--- src/rtl/nn_pkg.sv ---
// Shared definitions for the nn layer sequencer and the config-word decoders.
// Field offsets locate the sub-fields of config word 0 so every decoder agrees.
package nn_pkg;

    localparam int NN_CFG_WIDTH = 16;
    localparam int NN_CFG_WORDS = 4;

    localparam int CFG0_MODE_LSB       = 0;
    localparam int CFG0_MODE_W         = 2;
    localparam int CFG0_POOL_BIT       = 2;
    localparam int CFG0_RELU_BIT       = 3;
    localparam int CFG0_STRIDE_LSB     = 4;
    localparam int CFG0_STRIDE_W       = 2;
    localparam int CFG0_PSUM_SHIFT_LSB = 8;
    localparam int CFG0_PSUM_SHIFT_W   = 5;

    typedef enum logic [2:0] {
        SEQ_IDLE,
        SEQ_LOAD,
        SEQ_START,
        SEQ_WAIT,
        SEQ_NEXT
    } nn_seq_state_t;

endpackage

--- src/rtl/nn_cfg_bank.sv ---
// Layer descriptor storage: one synchronous word write port, asynchronous
// whole-slot read port. Contents are deliberately not reset.
module nn_cfg_bank
    import nn_pkg::*;
#(
    parameter int CFG_WIDTH       = NN_CFG_WIDTH,
    parameter int CFG_WORDS       = NN_CFG_WORDS,
    parameter int LAYER_DEPTH     = 8,
    parameter int CFG_ADDR_WIDTH  = $clog2(CFG_WORDS),
    parameter int LAYER_PTR_WIDTH = $clog2(LAYER_DEPTH)
) (
    input  logic                           clk,
    input  logic                           wr_en,
    input  logic [LAYER_PTR_WIDTH-1:0]     wr_layer,
    input  logic [CFG_ADDR_WIDTH-1:0]      wr_addr,
    input  logic [CFG_WIDTH-1:0]           wr_data,
    input  logic [LAYER_PTR_WIDTH-1:0]     rd_layer,
    output logic [CFG_WORDS*CFG_WIDTH-1:0] rd_cfg
);

    logic [CFG_WIDTH-1:0] mem [LAYER_DEPTH][CFG_WORDS];

    always_ff @(posedge clk) begin
        if (wr_en) begin
            mem[wr_layer][wr_addr] <= wr_data;
        end
    end

    always_comb begin
        rd_cfg = '0;
        for (int unsigned w = 0; w < CFG_WORDS; w++) begin
            rd_cfg[w*CFG_WIDTH +: CFG_WIDTH] = mem[rd_layer][w];
        end
    end

endmodule

--- src/rtl/nn_layer_seq.sv ---
// Layer-descriptor sequencer: walks preloaded descriptors, starting the conv
// core for each and advancing on a rising edge of its finish signal.
module nn_layer_seq
    import nn_pkg::*;
#(
    parameter int CFG_WIDTH       = NN_CFG_WIDTH,
    parameter int CFG_WORDS       = NN_CFG_WORDS,
    parameter int LAYER_DEPTH     = 8,
    parameter int CFG_ADDR_WIDTH  = $clog2(CFG_WORDS),
    parameter int LAYER_PTR_WIDTH = $clog2(LAYER_DEPTH)
) (
    input  logic                           i_clk,
    input  logic                           i_rst,
    input  logic [CFG_WIDTH-1:0]           i_cfg,
    input  logic [CFG_ADDR_WIDTH-1:0]      i_cfg_addr,
    input  logic [LAYER_PTR_WIDTH-1:0]     i_cfg_layer,
    input  logic                           i_cfg_wr_en,
    input  logic                           i_run,
    input  logic [LAYER_PTR_WIDTH:0]       i_layer_cnt,
    input  logic                           i_loop,
    input  logic                           i_abort,
    input  logic                           i_core_finish,
    output logic [CFG_WORDS*CFG_WIDTH-1:0] o_cfg,
    output logic                           o_core_start,
    output logic [LAYER_PTR_WIDTH-1:0]     o_layer_idx,
    output logic                           o_busy,
    output logic                           o_done,
    output logic                           o_aborted,
    output logic                           o_wr_err
);

    localparam logic [LAYER_PTR_WIDTH:0]   DEPTH_CNT = LAYER_DEPTH;
    localparam logic [LAYER_PTR_WIDTH:0]   CNT_ONE   = 1;
    localparam logic [LAYER_PTR_WIDTH-1:0] IDX_ONE   = 1;

    nn_seq_state_t                state;
    logic [LAYER_PTR_WIDTH:0]     layer_cnt;
    logic [LAYER_PTR_WIDTH:0]     run_cnt;
    logic                         finish_prev;
    logic                         wr_conflict;
    logic [CFG_WORDS*CFG_WIDTH-1:0] slot_cfg;

    // The active slot is protected from host writes for the whole sequence;
    // the comparison uses the registered (pre-advance) index.
    assign wr_conflict = i_cfg_wr_en && o_busy && (i_cfg_layer == o_layer_idx);
    assign run_cnt     = (i_layer_cnt > DEPTH_CNT) ? DEPTH_CNT : i_layer_cnt;

    nn_cfg_bank #(
        .CFG_WIDTH       (CFG_WIDTH),
        .CFG_WORDS       (CFG_WORDS),
        .LAYER_DEPTH     (LAYER_DEPTH),
        .CFG_ADDR_WIDTH  (CFG_ADDR_WIDTH),
        .LAYER_PTR_WIDTH (LAYER_PTR_WIDTH)
    ) u_bank (
        .clk      (i_clk),
        .wr_en    (i_cfg_wr_en && !wr_conflict),
        .wr_layer (i_cfg_layer),
        .wr_addr  (i_cfg_addr),
        .wr_data  (i_cfg),
        .rd_layer (o_layer_idx),
        .rd_cfg   (slot_cfg)
    );

    always_ff @(posedge i_clk or posedge i_rst) begin
        if (i_rst) begin
            state        <= SEQ_IDLE;
            layer_cnt    <= '0;
            finish_prev  <= 1'b0;
            o_cfg        <= '0;
            o_core_start <= 1'b0;
            o_layer_idx  <= '0;
            o_busy       <= 1'b0;
            o_done       <= 1'b0;
            o_aborted    <= 1'b0;
            o_wr_err     <= 1'b0;
        end else begin
            o_core_start <= 1'b0;
            o_done       <= 1'b0;
            o_aborted    <= 1'b0;
            if (wr_conflict) begin
                o_wr_err <= 1'b1;
            end

            if (state != SEQ_IDLE && i_abort) begin
                state     <= SEQ_IDLE;
                o_busy    <= 1'b0;
                o_aborted <= 1'b1;
            end else begin
                unique case (state)
                    SEQ_IDLE: begin
                        if (i_run) begin
                            if (i_layer_cnt == '0) begin
                                o_done <= 1'b1;
                            end else begin
                                layer_cnt   <= run_cnt;
                                o_layer_idx <= '0;
                                o_wr_err    <= 1'b0;
                                o_busy      <= 1'b1;
                                state       <= SEQ_LOAD;
                            end
                        end
                    end
                    SEQ_LOAD: begin
                        o_cfg        <= slot_cfg;
                        o_core_start <= 1'b1;
                        state        <= SEQ_START;
                    end
                    SEQ_START: begin
                        // Re-arm so a finish level left high by the previous layer is not an edge.
                        finish_prev <= i_core_finish;
                        state       <= SEQ_WAIT;
                    end
                    SEQ_WAIT: begin
                        finish_prev <= i_core_finish;
                        if (i_core_finish && !finish_prev) begin
                            state <= SEQ_NEXT;
                        end
                    end
                    SEQ_NEXT: begin
                        if (({1'b0, o_layer_idx} + CNT_ONE) < layer_cnt) begin
                            o_layer_idx <= o_layer_idx + IDX_ONE;
                            state       <= SEQ_LOAD;
                        end else if (i_loop) begin
                            o_layer_idx <= '0;
                            state       <= SEQ_LOAD;
                        end else begin
                            o_done <= 1'b1;
                            o_busy <= 1'b0;
                            state  <= SEQ_IDLE;
                        end
                    end
                    default: begin
                        o_busy <= 1'b0;
                        state  <= SEQ_IDLE;
                    end
                endcase
            end
        end
    end

endmodule
--- config.mk ---
export PLATFORM = sky130hd
export DESIGN_NAME = nn_layer_seq
export DESIGN_NICKNAME = d
export VERILOG_FILES = /design/src/rtl/nn_pkg.sv /design/src/rtl/nn_cfg_bank.sv /design/src/rtl/nn_layer_seq.sv
export SDC_FILE = /design/constraint.sdc
export NUM_CORES = 1
export LEC_CHECK = 0
export BUFFER_PORTS_ARGS = -buffer_cell sky130_fd_sc_hd__buf_2
export CELL_PAD_IN_SITES_DETAIL_PLACEMENT = 1
export CELL_PAD_IN_SITES_GLOBAL_PLACEMENT = 1
export CORE_UTILIZATION = 43
export DETAILED_ROUTE_END_ITERATION = 16
export HOLD_SLACK_MARGIN = 0.08
export PLACE_DENSITY = 0.63
export SYNTH_ARGS = -nofsm -noshare
export SYNTH_HDL_FRONTEND = slang
export SYNTH_SLANG_ARGS = --single-unit
--- constraint.sdc ---
create_clock -name i_clk -period 6.07 [get_ports i_clk]
set_input_delay 0.607 -clock i_clk [delete_from_list [all_inputs] [get_ports i_clk]]
set_output_delay 0.607 -clock i_clk [all_outputs]
set_load 0.02 [all_outputs]
==> impl_metrics.ini, run 1 <==
[global_routing]
grt_max_degree = 94
grt_pass1_wl_microns = 75300
overflow = 0
grt_pass1_vias = 11700
antenna_found_initial = 3
grt_use_total_pct = 19.5

[power_and_ir_drop]
clkPwrFrac_pct = 37.8
p_int_mw = 7.14
pwr-share-seq_pct = 51.3
power.switching_mw = 2.35
switching_share_pct = 24.8
powerDensity_nw_per_um2 = 368
pwr-share-comb_pct = 10.9
leakage_nw = 8.81
irDropWorstVdd_v = 0.000264

[sta]
period_needed_ns = 3.61
slew_viol_final = 0
rsz0062_at_grt = no
setup_violations = 0
fin_skew_ns = 0.00995
tightest_slew_ns = 1.11
maxSlewHeadroom_pct = 25.9
period_share_pct = 59.4
max_freq_mhz = 277
fin_setup_tns_ns = 0
holdWs_ns = 0.234
finalHoldViolCount = 0

[worst_setup_path]
setup.worst_path.class = reg2out
cp_data_required_time_ns = 5.46
crit_path_end_kind = output pin
max_stage_delay_ns = 1.10
cp_max_fo = 69
cp_slowest_cell = dfrtp_4
path_cells = buf_4 > buf_2
crit_path_start_kind = flip-flop
cp_data_arrival_time_ns = 3.00

[placed_design]
routabilityCongestion = 0.729
dpl.hpwl_microns = 27100
io_buffers = 103

[synthesis]
synth_top_family_by_area = multiplexers
synth_xor_area_share_pct = 0.156
synthMuxAreaShare_pct = 15.9
synthArstFlopShare_pct = 13.5
ys_seq_area_share_pct = 77.4
syn_avg_cell_area_sq_um = 20.6
synth_fp_nets = 1125
synth_adder_area_share_pct = 0.223
ys_types = 46
synth-compound-area-share_pct = 2.00
synth-edff-count = 512
postSynthCellCount = 1089
yosysWarnings = 0
synthSimpleGateAreaFrac_pct = 2.96
synth-seq-cells = 592
synth_area_sq_um = 22500
synth_flop_cell = edfxtp_1

[clock_tree]
path_clk_slew_ns = 0.06
cts.sinks = 592
h-tree-depth = 2
root_buffer = clkbuf_16
cts_buffer_depth = 3
cts_tree = yes
clk_latency_ns = 0.61
numCtsBuffers = 58

[floorplan]
start_util_pct = 43.6
io_pins = 104
num_rows = 83
die_h_microns = 231
die_x_microns = 231
fp.dieArea_sq_um = 53200
core_area_sq_um = 51500

[finish]
nNetsFinal = 1268
layout_commonest_cell = edfxtp_1
drive_above_1_share_pct = 28.2
syn2layout_area_growth_pct = 14.7
layout_common_cells = edfxtp_1, mux4_2, nor2_1

[detailed_routing]
drc = 0
drtIter0Drc = 801
drtPass1Iterations = 5
ant_nets = 0
via_per_inst = 5.45
vias = 10700
drt-wirelength-per-cell_microns = 25.5
routed_wirelength_microns = 50200

[flow_run]
drv_cap = 0

[min_path]
min_path_type = in2reg

[status]
status = finished clean
power groups by stage:
stage	combinational, mW	sequential, mW	clock, mW
after global placement	1.03	4.96	0
after floorplan	0.362	5.18	0
final	1.04	4.87	3.59
after CTS	1.06	4.89	3.67
after global routing	1.14	4.91	3.80
after detailed placement	1.06	4.97	0
cell families after synthesis:
group | Yosys count
and+or+nand+nor | 144
DFF | 592
buffers and inverters | 66
xor gates and xnor gates | 4
adders and majority gates | 4
muxes | 195
AOI/OAI and AO/OA | 84
synthesized netlist by cell type, types with 2 or more instances:
cell type | n | area (sq um)
or3_1 | 2 | 12.5
or4b_1 | 3 | 30.0
buf_4 | 12 | 90.1
o21ai_1 | 5 | 25.0
o21a_1 | 2 | 15.0
nand4b_2 | 2 | 30.0
nand3b_1 | 4 | 30.0
a21oi_1 | 66 | 330
and3_1 | 2 | 12.5
nand2b_1 | 3 | 18.8
mux2i_1 | 64 | 641
dfrtp_1 | 80 | 2000
or2_1 | 2 | 12.5
inv_1 | 5 | 18.8
inv_2 | 2 | 7.51
edfxtp_1 | 512 | 15400
nand3_1 | 2 | 10.0
ha_1 | 4 | 50.1
buf_1 | 6 | 22.5
mux4_2 | 128 | 2880
xor2_1 | 4 | 35.0
clkbuf_1 | 15 | 56.3
o21ai_0 | 2 | 10.0
nand2_1 | 9 | 33.8
nor2_1 | 104 | 390
buf_2 | 26 | 130
a21boi_1 | 2 | 15.0
nor4_1 | 3 | 18.8
layer usage:
metal	share of wire, %	vias to the layer above	GRT usage, %
met3	3.8	78	2.85
met5	0.020	-	0
met4	2.0	2	5.53
met1	44	5742	26.5
met2	50	213	32.7
li1	-	4666	-
critical path: cells and delay by family (launching register included):
kind     cells  cell delay [ns]
flops        1             1.10
buf+inv      2             1.22
cell type report:
class,instances,area [sq um]
Antenna cell,2,5.00
Clock inverter,19,185
Sequential cell,592,17400
Timing Repair Buffer,142,823
Inverter,7,31.3
Fill cell,4737,25700
Clock buffer,91,1730
Tap cell,680,851
Multi-Input combinational cell,431,4770
what timing repair did:
item | in CTS | in global routing
endpoints found under the hold margin | 1 | 0
buffers inserted | 0 | 0
hold buffers | 1 | 0
resized for setup | 0 | 0
final timing paths:
path | startpoint | slack [ns] | endpoint | cells past startpoint
min in group asynchronous | i_rst | 0.63 | o_cfg[27] | 3
setup / recovery | o_layer_idx[1] | 2.46 | o_layer_idx[1] | 2
setup reg to reg | o_layer_idx[1] | 2.97 | o_layer_idx[0] | 7
max in group asynchronous | i_rst | 4.16 | o_layer_idx[0] | 4
hold / removal | i_core_finish | 0.23 | finish_prev | 2
hold reg to reg | finish_prev | 0.49 | finish_prev | 1
metrics by stage:
step | setup WS (ns) | power (mW) | std cells | util (%) | area (sq um)
floorplan | 3.41 | 5.54 | 1089 | - | 22500
global placement | 2.97 | 5.99 | 1851 | 46.3 | 23800
detailed placement | 2.93 | 6.02 | 1851 | 46.3 | 23800
CTS | 2.35 | 9.62 | 1962 | 50.0 | 25800
global route | 2.29 | 9.86 | 1962 | 50.0 | 25800
finish | 2.46 | 9.50 | 1964 | 50.0 | 25800
sequential cells by signal (all words and copies together), names as in the netlist:
signal,cells
finish_prev,1
layer_cnt,4
o_aborted,1
o_busy,1
o_cfg,64
o_core_start,1
o_done,1
o_layer_idx,3
o_wr_err,1
state,3
u_bank.mem,512
No activity file was read; power rests on OpenSTA's default activity.
==> run 2: changes to the inputs <==
clock period = 3.8 ns   (was 6.07 ns; I/O delays follow)
==> run 2 against run 1 <==
  * Die area unchanged
  * Via count is 0.49% higher
  * Cell count rose by 0.81%
  * Combinational power rose by 63%
  * Cell area is 0.52% higher
  * Critical path depth increased by 6
  * Largest cell class unchanged
  * Highest routed layer unchanged
==> impl_metrics.ini, run 2 (same netlist as run 1, synthesis figures left out) <==
[global_routing]
grt_use_total_pct = 19.1
grt_pass1_vias = 11500
grt_max_degree = 79
overflow = 0
antenna_found_initial = 2
grt_pass1_wl_microns = 74100

[status]
status = finished clean

[clock_tree]
path_clk_slew_ns = 0.06
cts.sinks = 592
h-tree-depth = 2
post-cts-setup-buffer-count = 0
cts-resized-gates = 0
cts_tree = yes
cts_buffer_depth = 3
numCtsBuffers = 59
clk_latency_ns = 0.62
root_buffer = clkbuf_16
hold_buffers = 12

[power_and_ir_drop]
irDropWorstVdd_v = 0.000393
finalPower_mw = 15.1
powerDensity_nw_per_um2 = 582
leakage_nw = 8.87

[detailed_routing]
vias = 10800
via_per_inst = 5.43
routed_wirelength_microns = 49400
drtPass1Iterations = 4
drc = 0
drt-wirelength-per-cell_microns = 24.9
ant_nets = 0
drtIter0Drc = 709

[worst_setup_path]
crit_path_start_kind = flip-flop
crit_path_end_kind = flip-flop
cp_max_fo = 27
setup.worst_path.class = reg2reg
cp_data_arrival_time_ns = 3.43
cp_data_required_time_ns = 4.28

[sta]
layout_setup_ws_ns = 0.849
maxSlewHeadroom_pct = 37.4
rsz0062_at_grt = no
setup_violations = 0
period_needed_ns = 2.95
finalHoldViolCount = 0
period_share_pct = 77.7
max_freq_mhz = 339
fin_setup_tns_ns = 0
slew_viol_final = 0
tightest_slew_ns = 0.938
fin_skew_ns = 0.0198

[finish]
top_regs = u_bank.mem (512), o_cfg (64), layer_cnt (4)
fill_cells = 4725
layout_common_cells = edfxtp_1, mux4_2, nor2_1
layout_commonest_cell = edfxtp_1
top_register = u_bank.mem
drive_above_1_share_pct = 28.7
nNetsFinal = 1285
largest_register_ffs = 512
syn2layout_area_growth_pct = 15.3

[floorplan]
start_util_pct = 43.6
die_x_microns = 231
core_area_sq_um = 51500
die_h_microns = 231
fp.dieArea_sq_um = 53200
num_rows = 83
io_pins = 104

[placed_design]
pre_cts_ws_ns = 1.18
routabilityCongestion = 0.716
io_buffers = 103
dpl.hpwl_microns = 26400

[min_path]
min_path_type = in2reg

[flow_run]
drv_cap = 0
-- run 2: changes by cell type in the layout (fill, tap and decap cells not counted) --
cell,delta
clkinv_2,+6
bufinv_16,-1
inv_6,+1
clkinv_1,+2
dlygate4sd3_1,+11
clkbuf_8,-2
clkinvlp_4,+2
buf_12,+1
buf_4,+4
clkbuf_1,-8
-- run 2: metrics by stage --
stage	area, sq um	hold slack (ns)	utilization (%)	instances
floorplan	22500	0.456	-	1089
global placement	23900	0.318	46.4	1856
detailed placement	23900	0.323	46.4	1856
CTS	25900	0.0956	50.3	1978
global route	25900	0.147	50.3	1978
finish	25900	0.126	50.3	1980
-- run 2: power by group --
group	switching [mW]	total, mW	internal [mW]
Combinational	1.13	1.69	0.551
Clock	2.41	5.67	3.26
Sequential	0.240	7.74	7.50
-- run 2: path summary, 6_finish.rpt --
kind | to | depth (start not counted) | startpoint | slack (ns)
setup / recovery | o_done | 8 | o_layer_idx[1] | 0.85
hold / removal | o_busy | 3 | i_loop | 0.13
setup reg to reg | o_done | 8 | o_layer_idx[1] | 0.85
hold reg to reg | finish_prev | 1 | finish_prev | 0.50
max in group asynchronous | o_layer_idx[0] | 4 | i_rst | 2.69
min in group asynchronous | o_cfg[23] | 3 | i_rst | 0.25
-- run 2: area by class of cell --
class                      count  area (sq um)  area share [%]
timing repair buffer         158           983            3.80
tap                          680           851            3.28
clock buffer                  81          1670            6.45
inverter                       7          31.3           0.121
antenna                        2          5.00          0.0193
multi-input combinational    431          4770            18.4
sequential                   592         17400            67.1
clock inverter                29           216           0.835
-- run 2: critical path: stages, from the launching register on --
cell and delay, ns:
dfrtp_4 0.65, ha_1 0.30, xor2_1 0.15, ha_1 0.20
or3_1 0.37, o22ai_1 0.36, or4b_1 0.18, a21oi_1 0.05
dlygate4sd3_1 0.55
-- run 2: layer usage --
metal / global-route usage, % / part of all wire, % / vias up
li1: - / - / 4714
met1: 26.4 / 44 / 5773
met2: 31.6 / 50 / 191
met3: 2.75 / 3.4 / 71
met4: 5.84 / 2.3 / 4
met5: 0 / 0.047 / -
==> run 3: changes to the inputs <==
PLACE_DENSITY = 0.65   (was 0.63)
clock period = 2.7 ns   (was 3.8 ns; I/O delays follow)
==> run 3 against run 2 <==
  * Sequential power grew 41%
  * Register-to-register slack lost 0.60 ns
  * Clock power up 38%
  * Largest cell class unchanged
  * Utilization grew 0.13 points
==> impl_metrics.ini, run 3 (same netlist as run 1, synthesis figures left out) <==
[status]
status = finished clean

[placed_design]
dpl.hpwl_microns = 27900
routabilityCongestion = 0.749
post_dp_cell_area_sq_um = 24000
dp_cells = 1860
io_buffers = 103

[worst_setup_path]
worstReg2RegEnd = o_layer_idx[0]
setup.worst_path.class = reg2reg
crit_path_end_kind = flip-flop
cp_data_arrival_time_ns = 2.94
reg2reg_slack_ns = 0.25
cp_max_fo = 6
rr_startpoint = o_layer_idx[0]
crit_path_start_kind = flip-flop
rr_worst_depth = 7
cp_data_required_time_ns = 3.19

[finish]
layout_common_cells = edfxtp_1, mux4_2, nor2_1
largest_register_ffs = 512
layout_commonest_cell = edfxtp_1
stdcell_area_sq_um = 26000
drive_above_1_share_pct = 29.1
syn2layout_area_growth_pct = 15.6
top_regs = u_bank.mem (512), o_cfg (64), layer_cnt (4)
instances_no_fill = 1985
multi_input_area_sq_um = 4770
register_area_sq_um = 17400
top_register = u_bank.mem
nNetsFinal = 1290
fill_cells = 4716

[detailed_routing]
drtPass1Iterations = 5
via_per_inst = 5.43
drt-wirelength-per-cell_microns = 24.9
drtIter0Drc = 738
ant_nets = 0
drc = 0
vias = 10800
routed_wirelength_microns = 49400

[power_and_ir_drop]
finalPower_mw = 21.1
irDropWorstVdd_v = 0.000491
leakage_nw = 8.90
powerDensity_nw_per_um2 = 812

[clock_tree]
post-cts-setup-buffer-count = 0
h-tree-depth = 2
cts.sinks = 592
cts_tree = yes
cts_buffer_depth = 3
root_buffer = clkbuf_16
numCtsBuffers = 60
clk_latency_ns = 0.60
path_clk_slew_ns = 0.06

[min_path]
min_path_type = in2reg
hold_end = u_bank.mem[1][31]
hold_path_depth = 1
worstHoldStart = i_cfg[15]

[global_routing]
grt_pass1_wl_microns = 74600
grt_max_degree = 80
overflow = 0
antenna_found_initial = 3
grt_use_total_pct = 19.1
grt_pass1_vias = 11700

[sta]
fin_setup_tns_ns = 0
slew_viol_final = 0
setup_violations = 0
rsz0062_at_grt = no
period_share_pct = 90.8
finalHoldViolCount = 0
max_freq_mhz = 408
tightest_slew_ns = 0.994
maxSlewHeadroom_pct = 33.7
period_needed_ns = 2.45
fin_skew_ns = 0.0139

[floorplan]
die_x_microns = 231
num_rows = 83
start_util_pct = 43.6
die_h_microns = 231
core_area_sq_um = 51500
io_pins = 104
fp.dieArea_sq_um = 53200

[flow_run]
drv_cap = 0
[run 3: cell count changes in the layout (fill, tap and decap cells not counted), sizes merged]
cell      delta
buf          +4
bufinv       -1
clkbuf       +5
clkinv       -4
clkinvlp     +2
inv          -1
[run 3: timing repair]
item                                   CTS  global route
endpoints found under the hold margin   42             0
hold buffers                            12             0
gates resized for setup                  0             0
[run 3: worst max-delay path by stage]
stage / startpoint / to / slack, ns / depth (start not counted)
6_report: o_layer_idx[0] / o_layer_idx[0] / 0.25 / 7
5_1_grt: o_layer_idx[0] / o_layer_idx[0] / 0.14 / 7
4_1_cts: o_layer_idx[1] / o_layer_idx[1] / 0.24 / 2
3_5_place_dp: o_layer_idx[0] / o_layer_idx[0] / 0.27 / 7
3_3_place_gp: o_layer_idx[0] / o_layer_idx[0] / 0.32 / 7
2_1_floorplan: o_layer_idx[0] / o_layer_idx[0] / 0.20 / 9
[run 3: power breakdown]
group	switching (mW)	internal, mW
Clock	3.35	4.50
Sequential	0.322	10.5
Combinational	1.57	0.789
[run 3: through the flow]
stage	util, %	hold WS, ns	setup slack, ns
2_1_floorplan	-	0.369	0.205
3_3_place_gp	46.6	0.347	0.315
3_5_place_dp	46.6	0.355	0.268
4_1_cts	50.4	0.200	0.241
5_1_grt	50.4	0.231	0.138
6_report	50.4	0.222	0.248
[run 3: final cells by class]
type / instances / share of cell area [%]
antenna: 2 / 0.0193
clock buffer: 86 / 6.47
clock inverter: 25 / 0.698
inverter: 7 / 0.120
multi-input combinational: 431 / 18.4
sequential: 592 / 66.9
tap: 680 / 3.28
timing repair buffer: 162 / 4.14
[run 3: critical path: stages, from the launching register on]
cell and delay, ns:
dfrtp_4 0.52, ha_1 0.25, xor2_1 0.15, ha_1 0.19, or3_1 0.37, o22ai_1 0.37
o31ai_1 0.19, mux2_2 0.29
[run 3: metal layers]
| layer | part of all wire, % | vias up | global-route usage (%) |
|---|---|---|---|
| met5 | 0.071 | - | 0 |
| met2 | 49 | 218 | 31.4 |
| met4 | 2.0 | 6 | 4.80 |
| met1 | 45 | 5766 | 26.8 |
| met3 | 3.7 | 73 | 3.27 |
| li1 | - | 4718 | - |
